$ cat config.mk
export PLATFORM = sky130hd
export DESIGN_NAME = layer_neuron_pipe
export DESIGN_NICKNAME = d
export VERILOG_FILES = /design/src/rtl/layer_neuron_pipe.sv
export SDC_FILE = /design/constraint.sdc
export NUM_CORES = 1
export LEC_CHECK = 0
export ABC_AREA = 1
export CAP_MARGIN = 0
export CORE_ASPECT_RATIO = 1.4
export CORE_MARGIN = 2
export CORE_UTILIZATION = 50
export DETAILED_ROUTE_END_ITERATION = 12
export PLACE_DENSITY = 0.68
export SYNTH_ARGS = -nofsm -noshare
export SYNTH_HDL_FRONTEND = slang
export SYNTH_SLANG_ARGS = --single-unit
$ cat constraint.sdc
create_clock -name clk -period 1.8 [get_ports clk]
set_clock_uncertainty 0.1 [all_clocks]
set_input_delay 0.54 -clock clk [delete_from_list [all_inputs] [get_ports clk]]
set_output_delay 0.54 -clock clk [all_outputs]
set_load 0.005 [all_outputs]
$ cat src/rtl/layer_neuron_pipe.sv
// Runtime-programmable lookup-table neuron behind a two-stage valid/ready pipeline.
// Stage p1 holds the captured input address; stage p2 holds the looked-up output.
module layer_neuron_pipe #(
  parameter  int FANIN  = 3,
  parameter  int IN_BW  = 2,
  parameter  int OUT_BW = 2,
  localparam int ADDR_W = FANIN * IN_BW,
  localparam int DEPTH  = 1 << ADDR_W
) (
  input  logic              clk,
  input  logic              rst,
  input  logic [ADDR_W-1:0] M0,
  input  logic              M0_valid,
  output logic              M0_ready,
  output logic [OUT_BW-1:0] M1,
  output logic              M1_valid,
  input  logic              M1_ready,
  input  logic              cfg_we,
  input  logic [ADDR_W-1:0] cfg_addr,
  input  logic [OUT_BW-1:0] cfg_data,
  output logic [15:0]       res_count
);

  logic [OUT_BW-1:0] r_table [DEPTH];
  logic [ADDR_W-1:0] r_addr_p1;
  logic              r_vld_p1;
  logic [OUT_BW-1:0] r_data_p2;
  logic              r_vld_p2;
  logic [15:0]       r_res_cnt;

  logic w_adv_p2;
  logic w_xfer_in;
  logic w_xfer_out;

  assign w_adv_p2   = r_vld_p1 && (!r_vld_p2 || M1_ready);
  assign M0_ready   = !r_vld_p1 || (!r_vld_p2 || M1_ready);
  assign w_xfer_in  = M0_valid && M0_ready;
  assign w_xfer_out = r_vld_p2 && M1_ready;

  // Table writes never stall; a read in the same cycle sees the pre-write value.
  always_ff @(posedge clk or negedge rst) begin
    if (!rst) begin
      for (int i = 0; i < DEPTH; i++) r_table[i] <= '0;
    end else if (cfg_we) begin
      r_table[cfg_addr] <= cfg_data;
    end
  end

  // Stage p1: captured address
  always_ff @(posedge clk or negedge rst) begin
    if (!rst) begin
      r_vld_p1  <= 1'b0;
      r_addr_p1 <= '0;
    end else if (w_xfer_in) begin
      r_vld_p1  <= 1'b1;
      r_addr_p1 <= M0;
    end else if (w_adv_p2) begin
      r_vld_p1  <= 1'b0;
    end
  end

  // Stage p2: looked-up result, held while the consumer stalls
  always_ff @(posedge clk or negedge rst) begin
    if (!rst) begin
      r_vld_p2  <= 1'b0;
      r_data_p2 <= '0;
    end else if (w_adv_p2) begin
      r_vld_p2  <= 1'b1;
      r_data_p2 <= r_table[r_addr_p1];
    end else if (M1_ready) begin
      r_vld_p2  <= 1'b0;
    end
  end

  always_ff @(posedge clk or negedge rst) begin
    if (!rst) begin
      r_res_cnt <= '0;
    end else if (w_xfer_out) begin
      r_res_cnt <= r_res_cnt + 16'd1;
    end
  end

  assign M1        = r_data_p2;
  assign M1_valid  = r_vld_p2;
  assign res_count = r_res_cnt;

endmodule

== Yosys cells after proc, flatten, opt, wreduce, memory -nomap -nowiden ==
Cells that the tools add are included.

* Word-level logic and storage cells: 95
* Output and inout bits: 20
* Flip-flop bits (word level): 154
* Input bits: 19

* Multiplexer cells: 10
* Order comparisons: 3
* Reduce and logical (&&, ||, !) cells: 10
* Add/sub/neg operators: 1
* Bitwise gates (word level): 2

{| class="wikitable"
|+ Operator list
! operator !! count
|-
| bitwise mux 128 bit || 1
|-
| adder 16 x 1 -> 16 bit, second input constant || 1
|-
| >= comparator 7 bit, second input constant || 2
|-
| inverter 6 -> 7 bit || 2
|-
| binary-select mux 2 bit (select 6 bit) || 1
|-
| demux 2 bit (select 6 bit) || 1
|-
| less-than comparator 7 x 1 -> 1 bit, second input constant || 1
|-
| 2-to-1 mux 2 bit || 3
|-
| logical AND 1 bit || 4
|-
| 2-to-1 mux 1 bit || 4
|-
| nonzero test 2 bit || 2
|-
| logical NOT 1 bit || 2
|-
| logical OR 1 bit || 2
|}

== Logic depth before layout (Yosys ltp) ==
Gate-level depths: netlist of the first run.

* Depth in word-level cells: 6
* Gate-level depth with buffers: 13
* Gate-level depth less buffers: 11

== Least setup slack after synthesis of the first run ==
Ideal clock, no wire load.

* Path type: input -> register
* Start: input port cfg_we
* End: register r_table[113] (netlist bit)
* Setup time: 0.131 ns
* Path slack: 0.067 ns
* Buffers on the path: 0
* Stages on the path: 5
* Required time: 1.569 ns
* Arrival time: 1.501 ns
* Cell sequence: inv_1 > nor4_4 > nand2_1 > nand2_1 > o21ai_1

{| class="wikitable"
|+ RTL lines
! element !! line !! text
|-
| start: declaration || 18 || <nowiki>input logic cfg_we,</nowiki>
|-
| end signal: indexed assignment || 45 || <nowiki>r_table[cfg_addr] <= cfg_data;</nowiki>
|-
| end: declaration || 24 || <nowiki>logic [OUT_BW-1:0] r_table [DEPTH];</nowiki>
|}

== Worst setup path in the final report of the first run ==
* Start: register r_addr_p1[0]
* End: register r_data_p2[1] (netlist: M1[1])

* Longest elaborated chain between the ends: 4

{| class="wikitable"
|+ Ends and longest elaborated chain
! element !! line !! text
|-
| start: declaration || 25 || <nowiki>logic [ADDR_W-1:0] r_addr_p1;</nowiki>
|-
| start signal: assignment || 53 || <nowiki>r_addr_p1 <= '0;</nowiki>
|-
| start signal: assignment || 56 || <nowiki>r_addr_p1 <= M0;</nowiki>
|-
| inverter 6 -> 7 bit (implied by the code) || 69 || <nowiki>r_data_p2 <= r_table[r_addr_p1];</nowiki>
|-
| binary-select mux 2 bit (select 6 bit) || 69 ||
|-
| 2-to-1 mux 2 bit (implied by the code) (2 in series) || 69 ||
|-
| end signal: assignment || 69 ||
|-
| end: declaration || 27 || <nowiki>logic [OUT_BW-1:0] r_data_p2;</nowiki>
|}

Every way passes these cells. The select of a mux whose other input is x is not followed.
A chain may end at the register's enable or synchronous reset.

==> results of run 1 <==
through the flow:
stage	hold WS (ps)	power [W]	utilization, %	setup TNS [ps]
floorplan	144	0.00545	-	0
global placement	279	0.00630	58.6	-54710
detailed placement	279	0.00635	58.6	-57020
CTS	388	0.0101	64.0	-9.53
global route	400	0.0109	66.7	-183
finish	383	0.0104	66.7	0
layout make-up:
class | count | area, um^2 | share of cell area (%)
sequential | 154 | 3860 | 40.2
multi-input combinational | 676 | 3370 | 35.2
timing repair buffer | 138 | 1390 | 14.4
clock buffer | 22 | 474 | 4.95
tap | 189 | 236 | 2.47
clock inverter | 10 | 139 | 1.45
inverter | 31 | 126 | 1.32
worst max-delay path, stage by stage, from the launching register on:
cell,delay (ps)
sky130_fd_sc_hd__dfrtp_2,450
sky130_fd_sc_hd__buf_12,160
sky130_fd_sc_hd__clkbuf_16,160
sky130_fd_sc_hd__nand2_1,60
sky130_fd_sc_hd__nand3_1,80
sky130_fd_sc_hd__nand3_1,160
sky130_fd_sc_hd__nand3_1,90
sky130_fd_sc_hd__nand2_1,100
sky130_fd_sc_hd__nand2_1,60
sky130_fd_sc_hd__nand3_1,80
sky130_fd_sc_hd__nand2_1,60
sky130_fd_sc_hd__nand2_1,50
sky130_fd_sc_hd__nand2_1,50
flip-flops by register name (all words and copies together), names as in the netlist:
| signal | flops |
|---|---|
| r_table | 128 |
| res_count | 16 |
| r_addr_p1 | 6 |
| M1 | 2 |
| M1_valid | 1 |
| r_vld_p1 | 1 |
power by group through the flow:
stage / combinational (W) / sequential [W] / clock, W
final: 0.00237 / 0.00428 / 0.00371
after global routing: 0.00261 / 0.00433 / 0.00392
after CTS: 0.00212 / 0.00426 / 0.00374
after detailed placement: 0.00199 / 0.00436 / 0
after global placement: 0.00194 / 0.00436 / 0
after floorplan: 0.00116 / 0.00429 / 0
metal layers:
metal / part of all wire, % / vias to the layer above / routed length [um]
met5: 0 / - / 0
met1: 40 / 3153 / 7900
met3: 4.4 / 61 / 882
li1: - / 3201 / -
met4: 4.5 / 0 / 901
met2: 52 / 207 / 10300
worst max path at each step:
stage | cells past startpoint | startpoint | end
6_report | 12 | r_addr_p1[0]$_DFFE_PN0P_ | M1[1]$_DFFE_PN0P_
5_1_grt | 9 | M1_valid$_DFFE_PN0P_ | res_count[14]$_DFFE_PN0P_
4_1_cts | 3 | M1_valid$_DFFE_PN0P_ | M0_ready
3_5_place_dp | 4 | M1_ready | M0_ready
3_3_place_gp | 4 | M1_ready | M0_ready
2_1_floorplan | 5 | cfg_we | r_table[113]$_DFFE_PN0P_
logic make-up (layout without fill, tap and decap cells):
family | count (synthesis) | after routing | share of synthesized area, %
simple gates | 526 | 526 | 31.9
flops | 154 | 154 | 52.9
compound gates | 134 | 134 | 9.20
buf+inv | 70 | 201 | 4.02
xor+xnor | 15 | 15 | 1.80
fa+ha+maj | 1 | 1 | 0.172
cells in the final DEF, fill, tap and decap left out, types with 2 or more instances in the layout:
cell and n:
sky130_fd_sc_hd__a21oi_1 30, sky130_fd_sc_hd__buf_12 14, sky130_fd_sc_hd__buf_4 72, sky130_fd_sc_hd__buf_6 11, sky130_fd_sc_hd__bufinv_16 3, sky130_fd_sc_hd__clkbuf_1 2, sky130_fd_sc_hd__clkbuf_16 20, sky130_fd_sc_hd__clkbuf_8 3
sky130_fd_sc_hd__clkdlybuf4s50_1 11, sky130_fd_sc_hd__clkinv_1 4, sky130_fd_sc_hd__clkinv_2 3, sky130_fd_sc_hd__clkinv_4 2, sky130_fd_sc_hd__dfrtp_1 152, sky130_fd_sc_hd__dfrtp_2 2, sky130_fd_sc_hd__dlygate4sd2_1 20, sky130_fd_sc_hd__dlymetal6s2s_1 4
sky130_fd_sc_hd__inv_1 19, sky130_fd_sc_hd__inv_2 5, sky130_fd_sc_hd__inv_4 2, sky130_fd_sc_hd__inv_6 2, sky130_fd_sc_hd__nand2_1 318, sky130_fd_sc_hd__nand2_2 7, sky130_fd_sc_hd__nand3_1 100, sky130_fd_sc_hd__nand3_2 24
sky130_fd_sc_hd__nand4_1 3, sky130_fd_sc_hd__nor2_1 35, sky130_fd_sc_hd__nor2_2 13, sky130_fd_sc_hd__nor3_1 8, sky130_fd_sc_hd__nor3_2 4, sky130_fd_sc_hd__nor3_4 4, sky130_fd_sc_hd__nor4_4 7, sky130_fd_sc_hd__o21ai_0 85
sky130_fd_sc_hd__o21ai_1 19, sky130_fd_sc_hd__xnor2_1 5, sky130_fd_sc_hd__xor2_1 10
what timing repair did:
| item | in CTS | in global routing |
|---|---|---|
| pin swaps | 1 | 20 |
| endpoints found under the setup margin | 72 | 98 |
| hold endpoints to repair | 10 | 0 |
| cloned | 0 | 5 |
| buffers inserted | 18 | 4 |
| hold buffers | 1 | 0 |
| gates resized for setup | 42 | 65 |
==> results by stage, run 1 <==
Clock tree:
- In this run the deepest clock path goes through 2 buffers.
- Counting every sink on the clock net gives 154.
- The clock root buffer is sky130_fd_sc_hd__clkbuf_16.
- Buffers inserted during clock tree synthesis total 17.
- The clock reaches the later pin of the worst-skew pair after 430 ps.
- TritonCTS built the clock tree.
- The clock edge transition at the registers on the reported setup and hold paths is 60 ps.
- CTS built an H-tree with a depth of 4.

Timing:
- The period utilization is 98.1%.
- The count of final max-slew check failures was 0.
- The worst-case headroom to the max-slew limit is 74.9%.
- Setup repair after global routing could not meet its margin everywhere.
- Derived from the worst setup path, the maximum achievable clock frequency is 566 MHz.
- Setup slack closes at 34.2 ps.
- The slew of the pin with the lowest slew margin is 375 ps.
- The post-layout minimum cycle time is 1770 ps.
- The number of endpoints with negative hold slack in the final report came to 0.
- Setup violations remaining at the end of the flow were counted as 0.

Logic synthesis:
- Summed over all instances, the cell type with the most area after synthesis is sky130_fd_sc_hd__dfrtp_1.
- In the synthesized netlist the dominant register cell turns out to be sky130_fd_sc_hd__dfrtp_1.
- The mapped netlist covers 0.00729 mm^2.
- The post-synthesis sequential element count is 154.
- In this run the biggest area consumer among cell types represents 52.9% of the synthesized area.
- The synthesized area per cell is 8.10 um^2.
- By count the netlist is led by sky130_fd_sc_hd__nand2_1 (325), sky130_fd_sc_hd__dfrtp_1 (154), sky130_fd_sc_hd__nand3_1 (125), sky130_fd_sc_hd__o21ai_0 (87), sky130_fd_sc_hd__nor2_1 (48).
- The count of flip-flops with a built-in enable after synthesis is 0.
- Synthesis produced a netlist with a net count of 920.
- The sequential share of the synthesized area is 52.9%.
- The netlist uses 25 different library cells.
- After synthesis, the cell types taking the most area are sky130_fd_sc_hd__dfrtp_1 (53%), sky130_fd_sc_hd__nand2_1 (17%), sky130_fd_sc_hd__nand3_1 (8.6%).
- The number of instances in the synthesized netlist is 900.
- The number of warnings issued by yosys is 0.
- The async set-or-reset flop fraction in the synthesized netlist is 100%.
- The most frequently used cell type in the post-synthesis netlist is sky130_fd_sc_hd__nand2_1.

Pwr:
- For this design the total switching power over the nets is 0.00304 W.
- The internal portion of the total power is 0.00732 W.
- The proportion of total power due to net switching is 29.3%.
- The combinational group share of total power is 22.9%.
- The worst-case IR drop observed on VDD is 0.711 mV.
- The static power due to leakage is 4.44 nW.
- Power spread over the standard cell area amounts to 1080 mW/mm^2.
- The sequential group share of total power is 41.3%.
- In this run, the clock network consumes 35.8% of the power.

Layout:
- The count of antenna diodes in the layout is 0.
- After the last flow step, the layout net total stands at 1038.
- From synthesis to final layout, the design area changed by 31.6%.
- The number of fill cells in the layout is 1227.
- The count of cells in the finished layout, fillers not included, comes to 1220.
- The finished cells cover 0.00959 mm^2.
- The ratio of cells with drive above 1 in the final layout is 19.9%.

Floorplan:
- The vertical die dimension is 147 um.
- The area of the core is 0.0144 mm^2.
- The floorplan has 52 rows.
- The effective utilization at floorplan is 50.7%.
- The full die area is 0.0156 mm^2.
- The I/O pin count is 39.
- Measured along the x axis, the die boundary spans 106 um.

GRT:
- The met2 track utilization from global routing is 46.2%.
- The number of global-route vias before repair came to 6392.
- The leftover overflow at the end of global routing is 0.
- The global-route met1 utilization is 30.5%.
- The number of antenna violations at the first check in global routing is 0.
- The routing usage on met3 is 5.19%.
- The wire length of the first global-routing pass is 31.2 mm.
- The aggregate global-route resource usage is 25.9%.
- met2 is the most crowded layer.
- Entering global routing, the biggest net connects 65 pins.

Place:
- The cell total after placement is 1160.
- The weighted congestion at the end of routability-driven global placement is 0.846.
- Detailed placement finished with a half-perimeter wire length of 12.8 mm.
- Buffers placed on the I/O ports in this run total 38.
- The post-placement setup slack is -550 ps.
- The cell area reported after detailed placement is 0.00842 mm^2.

Critical path:
- The worst register-to-register path has a setup slack of 30 ps.
- Data arrives at the worst endpoint at 1990 ps.
- The kind of start point of the critical path is a flop.
- Data on the critical path is required at its endpoint by 2030 ps.
- The cell depth of the worst flop-to-flop path is 12.
- Of all nets on the critical path, the largest fanout is 8.
- The endpoint of the worst register-to-register path is M1[1]$_DFFE_PN0P_.
- By startpoint and endpoint, the worst setup path is classified as flop to flop.
- The startpoint of the worst register-to-register path is r_addr_p1[0]$_DFFE_PN0P_.
- The kind of end point of the critical path is a flop.

Detailed routing:
- The aggregate routed wire length is 20.0 mm.
- In the final routed layout, each cell accounts on average for 16.4 um.
- The number of DRC violations after detailed-routing iteration 0 is 448.
- The detailed router placed 6622 vias in this run.
- In this run the remaining antenna-violating nets after routing total 0.
- The count of unresolved DRC violations after routing is 0.
- The per-cell via count in the routed design is 5.43.
- The first-pass iteration count of the detailed router is 6.

Worst hold path:
- The hold path depth is 2.
- For hold timing, the worst endpoint is r_table[56]$_DFFE_PN0P_.
- The startpoint of the most critical hold path is r_table[56]$_DFFE_PN0P_.
- The path class of the lowest-slack min-delay path is flop to flop.

Job:
- The tool flagged a number of max-cap violations equal to 0.

Outcome:
- The run finished with clean final reports.
Note: power is estimated with default switching activity, not from simulation.
==> inputs of run 2 (changes only) <==
Settings changed: ABC_CLOCK_PERIOD_IN_PS set to 1800, CAP_MARGIN 0 to 20, SKIP_CTS_REPAIR_TIMING set to 1.
==> results by stage, run 2 (synthesized netlist as in run 1, its figures left out) <==
Job:
- The tool flagged a number of max-cap violations equal to 0.

Timing:
- The slew of the pin with the lowest slew margin is 382 ps.
- The period utilization is 103%.
- The setup violation total in the final timing report is 1.
- Setup repair after global routing could not meet its margin everywhere.
- For the finished layout, the period the worst path requires is 1850 ps.
- The worst-case headroom to the max-slew limit is 74.4%.
- Timing would allow up to 541 MHz.
- The setup slack of the critical path after layout is -49.6 ps.
- The aggregate negative setup slack is -49.6 ps.
- The number of endpoints with negative hold slack in the final report came to 0.
- The count of final max-slew check failures came to 0.

Clock tree:
- The clock tree synthesis step divided the H-tree into 4 levels.
- The cell sitting at the root of the clock tree is a sky130_fd_sc_hd__clkbuf_16.
- TritonCTS built the clock tree.
- The clock edge transition at the registers on the reported setup and hold paths is 70 ps.
- The number of clock sinks is 154.
- The clock insertion delay at the later pin of the skew report is 430 ps.
- TritonCTS created 17 clock buffers.
- The buffer depth of the longest clock path is 2.

Layout:
- The number of antenna diodes in the final layout is 0.
- The most frequent standard cell in the layout excluding fill and tap cells is sky130_fd_sc_hd__nand2_1.
- The area growth from synthesis to layout is 33.2%.
- Counting the fill cells in the layout gives 1187.
- Of the cells placed in the final design, the portion with a size suffix greater than 1 is 21.0%.
- The register with the most flip-flops in the layout has 128 of them.
- Once layout is done, the placed cells without fillers occupy 0.00971 mm^2.
- For this run, the post-layout net count is 1037.
- The utilization after layout is 67.5%.
- More flip-flops sit in one register than any other, and that register is r_table.
- In the layout the commonest cells are sky130_fd_sc_hd__nand2_1 (316), sky130_fd_sc_hd__dfrtp_1 (150), sky130_fd_sc_hd__nand3_1 (88).

Place:
- At the end of routability-driven placement, the weighted congestion stood at 0.846.
- Input and output buffers added on the ports amount to 38.
- The cell area reported after detailed placement is 0.00842 mm^2.
- The HPWL reported at the end of detailed placement is 12.8 mm.

Detailed routing:
- The via count is 6623.
- The number of DRC violations after detailed-routing iteration 0 is 414.
- In the final routed layout, each cell accounts on average for 16.6 um.
- The number of nets with antenna violations after routing is 0.
- The per-cell via count in the routed design is 5.43.
- For this run, the detailed router's first-pass iteration total came to 6.
- The count of unresolved DRC violations after routing is 0.
- After detailed routing, the total wire length is 20.3 mm.

Pwr:
- The net switching power of the design is 0.00306 W.
- The internal power consumption is 0.00732 W.
- The proportion of total power due to net switching is 29.5%.
- The sequential group share of total power is 41.5%.
- The share of total power dissipated in combinational logic is 22.8%.
- Across the VDD grid, the largest voltage drop is 0.711 mV.
- Dividing total power by cell area gives a power density of 1070 mW/mm^2.
- The analysis attributes to cell leakage a power of 4.68 nW.
- The clock network burns 35.8% of the power.

Critical path:
- The start-to-end type of the worst setup path is flop to primary output.
- The signal on the critical path passes through buf_4, nand3_2, dlymetal6s2s_1.
- In this design, the stage delay of the slowest critical-path cell is 410 ps.
- The worst setup path is launched from a flop.
- The critical path required time is 1160 ps.
- The worst setup path is captured at a primary output.
- The critical path data arrival time is 1210 ps.
- Along the worst path, the maximum fanout reaches 4.
- On the critical path, the stage with the largest delay is an instance of sky130_fd_sc_hd__dfrtp_1.

Worst hold path:
- The path class of the lowest-slack min-delay path is input pin to flop.

Floorplan:
- The floorplan step set the die height to 147 um.
- The die is 106 um wide.
- The floorplan step defined a core boundary enclosing 0.0144 mm^2.
- The initial utilization of the core area, before any placement, comes to 50.7%.
- The I/O pin count is 39.
- The number of placement rows is 52.
- The full die area is 0.0156 mm^2.

GRT:
- The number of global-route vias before repair came to 6265.
- The number of antenna violations at the first check in global routing is 0.
- For this run the aggregate overflow at the end of global routing stands at 0.
- The first global-routing pass estimated 30.8 mm of wire.
- Global routing used 25.6% of the available tracks.
- Entering global routing, the biggest net connects 65 pins.

Outcome:
- The run finished, with violations left.
- The checks that failed: negative setup slack.
==> run 2: worst paths after layout <==
check / startpoint / endpoint / slack [ps] / depth (start not counted)
max: M1_valid$_DFFE_PN0P_ / M0_ready / -50 / 3
min: M1_ready / r_vld_p1$_DFFE_PN0P_ / 340 / 4
max reg2reg: r_addr_p1[0]$_DFFE_PN0P_ / M1[0]$_DFFE_PN0P_ / 40 / 12
min reg2reg: r_table[38]$_DFFE_PN0P_ / r_table[38]$_DFFE_PN0P_ / 380 / 2
max in group asynchronous: rst / r_table[20]$_DFFE_PN0P_ / 680 / 3
min in group asynchronous: rst / r_table[103]$_DFFE_PN0P_ / 400 / 2
==> run 2: power by group through the flow <==
| stage | sequential [W] | clock, W | combinational (W) |
|---|---|---|---|
| after floorplan | 0.00429 | 0 | 0.00116 |
| after global placement | 0.00436 | 0 | 0.00194 |
| after detailed placement | 0.00436 | 0 | 0.00199 |
| after CTS | 0.00431 | 0.00374 | 0.00200 |
| after global routing | 0.00436 | 0.00392 | 0.00260 |
| final | 0.00431 | 0.00371 | 0.00236 |
==> run 2: critical path: cells and delay by family, from the launching register on <==
kind	cells	cell delay [ps]
buffers and inverters	2	290
flip-flops	1	410
AND/OR/NAND/NOR	1	80
==> run 2: per-layer routing <==
layer | track usage [%] | share of wire (%) | vias to the layer above
met5 | 0 | 0 | -
met4 | 10.3 | 4.2 | 0
met3 | 5.41 | 5.1 | 63
met2 | 45.2 | 52 | 212
met1 | 30.3 | 39 | 3143
li1 | - | - | 3205
==> run 2: area by class of cell <==
type / instances / area [um^2] / area share [%]
sequential: 154 / 3860 / 39.7
multi-input combinational: 676 / 3430 / 35.3
timing repair buffer: 137 / 1450 / 14.9
clock buffer: 22 / 474 / 4.88
tap: 189 / 236 / 2.44
clock inverter: 10 / 139 / 1.43
inverter: 31 / 126 / 1.30
==> run 2: stage by stage <==
| stage | total power (W) | setup slack [ps] | std cells | hold slack, ps |
|---|---|---|---|---|
| after floorplan | 0.00545 | 67.5 | 900 | 144 |
| after global placement | 0.00630 | -558 | 1160 | 279 |
| after detailed placement | 0.00635 | -550 | 1160 | 279 |
| after CTS | 0.0100 | -557 | 1192 | -174 |
| after global routing | 0.0109 | -96.3 | 1219 | 365 |
| final | 0.0104 | -49.6 | 1219 | 343 |
